[src/rtl/vga_mode_pkg.sv]
// Timing sets for the runtime-selectable VGA modes; each field is in pixel or line units.
// Sync windows are inclusive on both ends, and the polarity bit gives the active sync level.
package vga_mode_pkg;

    typedef struct packed {
        logic [10:0] h_active;
        logic [10:0] h_sync_start;
        logic [10:0] h_sync_end;
        logic [10:0] h_total;
        logic [10:0] v_active;
        logic [10:0] v_sync_start;
        logic [10:0] v_sync_end;
        logic [10:0] v_total;
        logic        h_pol;
        logic        v_pol;
    } vga_mode_t;

    localparam vga_mode_t MODE_800X600 = '{
        h_active:     11'd800,
        h_sync_start: 11'd840,
        h_sync_end:   11'd967,
        h_total:      11'd1056,
        v_active:     11'd600,
        v_sync_start: 11'd601,
        v_sync_end:   11'd604,
        v_total:      11'd628,
        h_pol:        1'b1,
        v_pol:        1'b1
    };

    localparam vga_mode_t MODE_640X480 = '{
        h_active:     11'd640,
        h_sync_start: 11'd656,
        h_sync_end:   11'd751,
        h_total:      11'd800,
        v_active:     11'd480,
        v_sync_start: 11'd490,
        v_sync_end:   11'd491,
        v_total:      11'd525,
        h_pol:        1'b0,
        v_pol:        1'b0
    };

endpackage

[src/rtl/vga_timing_mode.sv]
// Two-mode VGA timing generator; every output is registered and describes the pixel at hcount/vcount.
// A mode request is latched only on the end-of-frame cycle, so a frame is always generated in a single mode.
module vga_timing_mode
    import vga_mode_pkg::*;
#(
    parameter vga_mode_t MODE_A      = MODE_800X600,
    parameter vga_mode_t MODE_B      = MODE_640X480,
    parameter int        CNT_W       = 11,
    parameter int        FRAME_CNT_W = 16
) (
    input  logic                   clk,
    input  logic                   rst,
    input  logic                   en,
    input  logic                   mode_sel,
    output logic                   mode_active,
    output logic [CNT_W-1:0]       hcount,
    output logic [CNT_W-1:0]       vcount,
    output logic                   hsync,
    output logic                   vsync,
    output logic                   hblnk,
    output logic                   vblnk,
    output logic                   frame_start,
    output logic [FRAME_CNT_W-1:0] frame_cnt
);

    vga_mode_t              r_mode;
    logic                   r_mode_active;
    logic [CNT_W-1:0]       r_hcount;
    logic [CNT_W-1:0]       r_vcount;
    logic                   r_hsync;
    logic                   r_vsync;
    logic                   r_hblnk;
    logic                   r_vblnk;
    logic                   r_frame_start;
    logic [FRAME_CNT_W-1:0] r_frame_cnt;

    logic                   w_h_last;
    logic                   w_v_last;
    logic                   w_eof;
    logic                   w_mode_active_nxt;
    vga_mode_t              w_mode_nxt;
    logic [CNT_W-1:0]       w_hcount_nxt;
    logic [CNT_W-1:0]       w_vcount_nxt;
    logic                   w_hsync_nxt;
    logic                   w_vsync_nxt;
    logic                   w_hblnk_nxt;
    logic                   w_vblnk_nxt;

    always_comb begin
        w_h_last          = (r_hcount == CNT_W'(r_mode.h_total - 11'd1));
        w_v_last          = (r_vcount == CNT_W'(r_mode.v_total - 11'd1));
        w_eof             = w_h_last && w_v_last;
        w_mode_active_nxt = w_eof ? mode_sel : r_mode_active;
        // Decode uses the mode of the next pixel, so (0,0) after a switch already carries the new timing.
        w_mode_nxt        = w_mode_active_nxt ? MODE_B : MODE_A;

        w_hcount_nxt = w_h_last ? '0 : r_hcount + CNT_W'(1);
        w_vcount_nxt = r_vcount;
        if (w_h_last) begin
            w_vcount_nxt = w_v_last ? '0 : r_vcount + CNT_W'(1);
        end

        w_hsync_nxt = ((w_hcount_nxt >= CNT_W'(w_mode_nxt.h_sync_start)) &&
                       (w_hcount_nxt <= CNT_W'(w_mode_nxt.h_sync_end))) ?
                      w_mode_nxt.h_pol : ~w_mode_nxt.h_pol;
        w_vsync_nxt = ((w_vcount_nxt >= CNT_W'(w_mode_nxt.v_sync_start)) &&
                       (w_vcount_nxt <= CNT_W'(w_mode_nxt.v_sync_end))) ?
                      w_mode_nxt.v_pol : ~w_mode_nxt.v_pol;
        w_hblnk_nxt = (w_hcount_nxt >= CNT_W'(w_mode_nxt.h_active));
        w_vblnk_nxt = (w_vcount_nxt >= CNT_W'(w_mode_nxt.v_active));
    end

    always_ff @(posedge clk) begin
        if (!rst) begin
            r_mode        <= MODE_A;
            r_mode_active <= 1'b0;
            r_hcount      <= '0;
            r_vcount      <= '0;
            r_hsync       <= ~MODE_A.h_pol;
            r_vsync       <= ~MODE_A.v_pol;
            r_hblnk       <= 1'b0;
            r_vblnk       <= 1'b0;
            r_frame_start <= 1'b0;
            r_frame_cnt   <= '0;
        end else if (en) begin
            r_mode        <= w_mode_nxt;
            r_mode_active <= w_mode_active_nxt;
            r_hcount      <= w_hcount_nxt;
            r_vcount      <= w_vcount_nxt;
            r_hsync       <= w_hsync_nxt;
            r_vsync       <= w_vsync_nxt;
            r_hblnk       <= w_hblnk_nxt;
            r_vblnk       <= w_vblnk_nxt;
            r_frame_start <= w_eof;
            if (w_eof) begin
                r_frame_cnt <= r_frame_cnt + FRAME_CNT_W'(1);
            end
        end
    end

    assign mode_active = r_mode_active;
    assign hcount      = r_hcount;
    assign vcount      = r_vcount;
    assign hsync       = r_hsync;
    assign vsync       = r_vsync;
    assign hblnk       = r_hblnk;
    assign vblnk       = r_vblnk;
    assign frame_start = r_frame_start;
    assign frame_cnt   = r_frame_cnt;

endmodule

[config.mk]
export PLATFORM = sky130hd
export DESIGN_NAME = vga_timing_mode
export DESIGN_NICKNAME = d
export VERILOG_FILES = /design/src/rtl/vga_mode_pkg.sv /design/src/rtl/vga_timing_mode.sv
export SDC_FILE = /design/constraint.sdc
export NUM_CORES = 1
export LEC_CHECK = 0
export CAP_MARGIN = 0
export CELL_PAD_IN_SITES_DETAIL_PLACEMENT = 0
export CELL_PAD_IN_SITES_GLOBAL_PLACEMENT = 2
export CORE_UTILIZATION = 32
export DETAILED_ROUTE_END_ITERATION = 7
export GPL_ROUTABILITY_DRIVEN = 0
export PLACE_DENSITY = 0.84
export SLEW_MARGIN = 20
export SYNTH_ARGS = -nofsm -noshare
export SYNTH_HDL_FRONTEND = slang
export SYNTH_SLANG_ARGS = --single-unit
[constraint.sdc]
create_clock -name clk -period 3.4 [get_ports clk]
set_input_delay 0.68 -clock clk [delete_from_list [all_inputs] [get_ports clk]]
set_output_delay 0.68 -clock clk [all_outputs]
set_load 0.05 [all_outputs]
==> Yosys cells after proc, flatten, opt, wreduce, memory -nomap -nowiden <==
Cells that the tools add are included.
{ "op_classes": {"add_sub_neg": 5, "order_cmp": 6, "eq_ne": 2, "muxes": 7, "bitwise_logic": 2, "n_reduce_logical": 4} }
{ "ops": {"columns": ["cell", "count"], "rows": [
  ["$mux W88", 1],
  ["$ge A11 B11 Y1", 3],
  ["$mux W11", 3],
  ["$add A11 B1 Y11 const B", 2],
  ["$eq A11 B11 Y1", 2],
  ["$le A11 B11 Y1", 2],
  ["$sub A11 B1 Y11 const B", 2],
  ["$add A16 B1 Y16 const B", 1],
  ["$ge A11 B10 Y1", 1],
  ["$logic_and A1 B1 Y1", 3],
  ["$mux W1", 3],
  ["$not A1 Y1", 2],
  ["$reduce_and A2 Y1", 1]
]} }
{ "word_totals": {"register_bits": 66} }

==> Longest topological paths before layout <==
{ "logic_depth": {"ltp_word": 8, "ltp_mapped": 15} }

==> Worst setup path after synthesis <==
Ideal clock, no wire load.
{ "synth_timing": {"path_type": "reg-to-reg", "startpoint": "reg r_hcount[0], in the netlist hcount[0]", "endpoint": "reg r_vsync, in the netlist vsync", "t_arrival_ns": 3.249, "t_required_ns": 3.276, "path_slack_ns": 0.027, "stages_incl_launch_ff": 16, "n_path_buf": 3, "period_less_slack_ns": 3.373, "cell_sequence": "dfxtp_1 ha_1 buf_2 and4_1 buf_2 nand2_2 clkbuf_1 a21oi_1 nand2b_1 o31ai_1 ha_1 o211a_1 a31oi_2 a2111oi_4 o32a_1 o211ai_2"} }
{ "synth_between": {"word_cells_on_any_way": 10, "cone_classes": "order compare: 2; eq/ne: 1; mux: 4; bitwise: 1; reduce/logical: 2"} }
{ "synth_lines": {"columns": ["element", "line_no", "text"], "rows": [
  ["start: declaration", "vga_timing_mode.sv:28", "logic [CNT_W-1:0] r_hcount;"],
  ["start signal: assignment", "vga_timing_mode.sv:88", "r_hcount <= w_hcount_nxt;"],
  ["$eq A11 B11 Y1 (*)", "vga_timing_mode.sv:50", "w_h_last = (r_hcount == CNT_W'(r_mode.h_total - 11'd1));"],
  ["$mux W11 (*)", "vga_timing_mode.sv:59", "if (w_h_last) begin"],
  ["via w_vcount_nxt[9]", "vga_timing_mode.sv:43", "logic [CNT_W-1:0] w_vcount_nxt;"],
  ["$ge A11 B11 Y1 / $le A11 B11 Y1 (equally long branches)", "vga_timing_mode.sv:66, vga_timing_mode.sv:67", null],
  ["$logic_and A1 B1 Y1 (*)", "vga_timing_mode.sv:66", "w_vsync_nxt = ((w_vcount_nxt >= CNT_W'(w_mode_nxt.v_sync_start)) &&"],
  ["$mux W1 (*)", "vga_timing_mode.sv:67", "(w_vcount_nxt <= CNT_W'(w_mode_nxt.v_sync_end))) ?"],
  ["end signal: assignment", "vga_timing_mode.sv:80", "r_vsync <= ~MODE_A.v_pol;"],
  ["end signal: assignment", "vga_timing_mode.sv:91", "r_vsync <= w_vsync_nxt;"],
  ["end: declaration", "vga_timing_mode.sv:31", "logic r_vsync;"]
]} }
Mark *: on every way through the listed nets, which the timed path passes. The rest lies on a longest branch.
A chain may end at the register's enable or synchronous reset.

==> Final worst setup path <==
{ "layout_timing": {"startpoint": "reg r_hcount[5], in the netlist hcount[5]", "endpoint": "reg r_hblnk, in the netlist hblnk"} }
{ "layout_between": {"elab_chain_cells": 5, "word_cells_on_any_way": 7, "cone_classes": "add/sub: 1; order compare: 1; eq/ne: 1; mux: 3; reduce/logical: 1"} }
{ "layout_rtl": {"columns": ["element", "line_no", "text"], "rows": [
  ["$eq A11 B11 Y1", "vga_timing_mode.sv:50", null],
  ["$logic_and A1 B1 Y1", "vga_timing_mode.sv:52", "w_eof = w_h_last && w_v_last;"],
  ["$mux W1", "vga_timing_mode.sv:53", "w_mode_active_nxt = w_eof ? mode_sel : r_mode_active;"],
  ["via w_mode_active_nxt", "vga_timing_mode.sv:40", "logic w_mode_active_nxt;"],
  ["$mux W88", "vga_timing_mode.sv:55", "w_mode_nxt = w_mode_active_nxt ? MODE_B : MODE_A;"],
  ["$ge A11 B10 Y1", "vga_timing_mode.sv:69", "w_hblnk_nxt = (w_hcount_nxt >= CNT_W'(w_mode_nxt.h_active));"],
  ["end signal: assignment", "vga_timing_mode.sv:92", "r_hblnk <= w_hblnk_nxt;"],
  ["end: declaration", "vga_timing_mode.sv:32", "logic r_hblnk;"]
]} }
The timed path passes the listed nets, and every way through them passes these cells.

==> impl_metrics.py <==
metrics = {
    "run_status": {
        "status": "finished, final reports clean",
    },
    "cts": {
        "cts_tree": "done",
        "clk_latency_ns": 0.30,
        "cts_max_path_buffers": 2,
        "cts_max_level": 2,
        "numCtsBuffers": 5,
        "post_cts_buffers": 0,
        "clk_pin_slew_ns": 0.09,
        "cts_root_buffer": "clkbuf_8",
        "clock-sinks": 45,
    },
    "floorplanning": {
        "fp.dieH_microns": 100,
        "core-area_sq_um": 9280,
        "pin_count": 48,
        "die_w_microns": 100,
        "start_util_pct": 33.1,
        "row_count": 35,
        "die_area_sq_um": 10000,
    },
    "timing": {
        "report.final.slew_viol_count": 0,
        "finalSetupViolCount": 0,
        "maxSlewHeadroom_pct": 61.8,
        "fin_ws_ns": 0.261,
        "skew_ns": 0.00700,
        "tightest_slew_ns": 0.573,
        "grt_setup_unrepaired": "no",
        "fin_hold_ws_ns": 0.471,
        "hold_violations": 0,
        "min_period_over_period_pct": 92.3,
        "fin_crit_ns": 3.14,
        "max_freq_mhz": 319,
        "fin_setup_tns_ns": 0,
    },
    "synthesis": {
        "yosys.area.top_type": "dfxtp_1",
        "synth.most_common_cell": "nor2_1",
        "syn-num-nets": 397,
        "synth_area_per_cell_sq_um": 8.11,
        "ys_warn_count": 0,
        "synth_edf_count": 0,
        "synth_top_area_share_pct": 29.3,
        "async_reset_ff_share_pct": 0,
        "synth_ff_type": "dfxtp_1",
        "yosys-top-cells-area": "dfxtp_1 (29%), nor2_1 (6.5%), ha_1 (5.7%)",
        "yosysSeqAreaShare_pct": 29.3,
        "synth_cell_types": 68,
        "synth_common_cells": "nor2_1 (53), dfxtp_1 (45), nand2_1 (25), a21oi_1 (24), nand3_1 (22)",
        "syn_area_sq_um": 3070,
        "ys_seq_elements": 45,
        "syn_inst": 379,
    },
    "placement": {
        "postPlaceCellArea_sq_um": 3710,
        "dp.cells": 549,
        "post-place-ws_ns": 0.203,
        "portBuffers": 47,
        "dpl.hpwl_mm": 6.30,
    },
    "route": {
        "via_per_inst": 5.22,
        "drtPass1Iterations": 4,
        "via_count": 2907,
        "wl_mm": 8.45,
        "drtIter0Drc": 144,
        "ant_nets": 0,
        "wl_per_cell_microns": 15.2,
        "drc": 0,
    },
    "layout": {
        "finalInstanceArea_sq_um": 3790,
        "multi_input_area_sq_um": 1980,
        "nets": 445,
        "fillerInstances": 968,
        "fin_util_pct": 40.9,
        "area_growth_pct": 23.5,
        "drive_above_1_share_pct": 10.7,
        "seq_area_sq_um": 902,
        "final_cells": 557,
        "insertedDiodeCount": 0,
    },
    "hold_path": {
        "hold-path-endpoint": "hsync",
        "whs_path_depth": 2,
        "hold_path.class": "flip-flop to flip-flop",
        "min_from": "hsync",
    },
    "critical_path": {
        "critPathKind": "flip-flop to flip-flop",
        "worstPathCellList": "nor3_2, o211ai_1, nor4_2, mux2_4, inv_4, ha_1, nand3b_1, o311a_1, o21ai_0, a21oi_1, nor2_1, nor2_1, a21oi_1",
        "crit_path_max_incr_delay_ns": 0.41,
        "critPathBufInv": 1,
        "cpLargestDelayFamily": "simple AND/OR/NAND/NOR gates",
        "timing.rr.start": "hcount[5]",
        "cp_max_fo": 13,
        "rrSetupSlack_ns": 0.26,
        "worstPathArrival_ns": 3.37,
        "slowest_stage": "dfxtp_1",
        "worst_ep_required_time_ns": 3.63,
        "r2r-end": "hblnk",
        "worstSetupStartpointType": "flip-flop",
        "r2r_cells": 13,
        "end_kind": "flip-flop",
    },
    "pwr": {
        "power.total_mw": 1.08,
        "vdd_drop_max_v": 0.000146,
        "power_density_nw_per_um2": 285,
        "p_leak_nw": 1.32,
    },
    "global_routing": {
        "grtUsageTotal_pct": 17.4,
        "overflow": 0,
        "antenna_found_initial": 0,
        "grt_pass1_wl_mm": 13.8,
        "grt_pass1_vias": 2722,
        "grt_max_degree": 36,
    },
    "job": {
        "cap_violations": 0,
    },
}
-- layout by cell type (no fill, tap or decap), types with 2 or more instances in the layout --
master	synthesis	final
inv_1	14	14
nor4_1	4	4
a211o_1	2	2
o211ai_1	4	4
nor4_2	2	2
and4_1	4	4
ha_1	14	14
and2_1	2	2
or3_1	5	5
o21ai_0	15	15
a311oi_1	2	2
a21boi_0	2	2
clkinvlp_4	0	2
nor3_1	5	5
nor3_2	2	2
nor2_1	53	53
clkdlybuf4s50_1	0	47
and3_1	7	7
mux2i_1	6	6
clkbuf_8	0	5
xnor2_1	13	13
xor2_1	20	20
a211oi_1	7	7
nand3b_1	2	2
a22oi_1	2	2
nand4_1	13	13
dfxtp_1	45	44
a21oi_1	24	24
buf_4	1	18
a31oi_1	3	3
nand2_1	25	25
o211a_1	2	2
nand3_1	22	22
-- worst max path at each step --
stage / start / to / slack (ns) / cells past startpoint
after floorplan: hcount[0] / vsync / 0.03 / 15
after global routing: hcount[5] / hsync / 0.02 / 13
final: hcount[5] / hblnk / 0.26 / 13
after detailed placement: vcount[4] / hblnk / 0.20 / 13
after CTS: vcount[4] / hblnk / 0.17 / 13
after global placement: vcount[4] / vsync / 0.26 / 11
-- registers in the layout (all words and copies together) (netlist names) --
signal and count:
frame_cnt 16, frame_start 1, hblnk 1, hcount 11, hsync 1, r_mode 2
vblnk 1, vcount 11, vsync 1
-- area by class of cell --
| cell class | instances | share of cell area, % |
|---|---|---|
| clock buffers | 6 | 1.91 |
| clock inverters | 2 | 0.396 |
| inverters | 16 | 1.65 |
| multi-input cells | 294 | 52.1 |
| flip-flops and latches | 45 | 23.8 |
| well taps | 129 | 4.25 |
| repair buffers | 65 | 16.0 |
-- routing by layer --
metal	global-route usage, %	vias to the layer above	part of all wire [%]
li1	-	1469	-
met1	22.8	1369	47
met2	29.1	61	47
met3	3.13	8	4.7
met4	5.13	0	1.0
met5	0	-	0
-- worst register-to-register path: stages (launching register included) --
cell and delay, ns:
dfxtp_1 0.41, nor3_2 0.30, o211ai_1 0.22, nor4_2 0.34, mux2_4 0.40, inv_4 0.15
ha_1 0.25, nand3b_1 0.16, o311a_1 0.31, o21ai_0 0.17, a21oi_1 0.09, nor2_1 0.09
nor2_1 0.06, a21oi_1 0.13
-- logic make-up after synthesis --
group / synth area share, %
and+or+nand+nor: 26.5
muxes: 3.18
AOI/OAI and AO/OA: 19.5
xor gates and xnor gates: 9.41
adders and majority gates: 5.70
DFF: 29.3
buffers and inverters: 6.39
-- repair_timing --
| action | 4_1_cts | 5_1_grt |
|---|---|---|
| resized for setup | 0 | 1 |
| hold buffers | 0 | 0 |
| endpoints found under the hold margin | 0 | 0 |
| endpoints found under the setup margin | 0 | 1 |
-- power by group --
part / internal, mW / switching [mW] / total (mW)
combinational: 0.0700 / 0.119 / 0.189
sequential: 0.537 / 0.0126 / 0.550
clock: 0.145 / 0.196 / 0.341
total: 0.752 / 0.328 / 1.08
(Power assumes the default switching activity.)
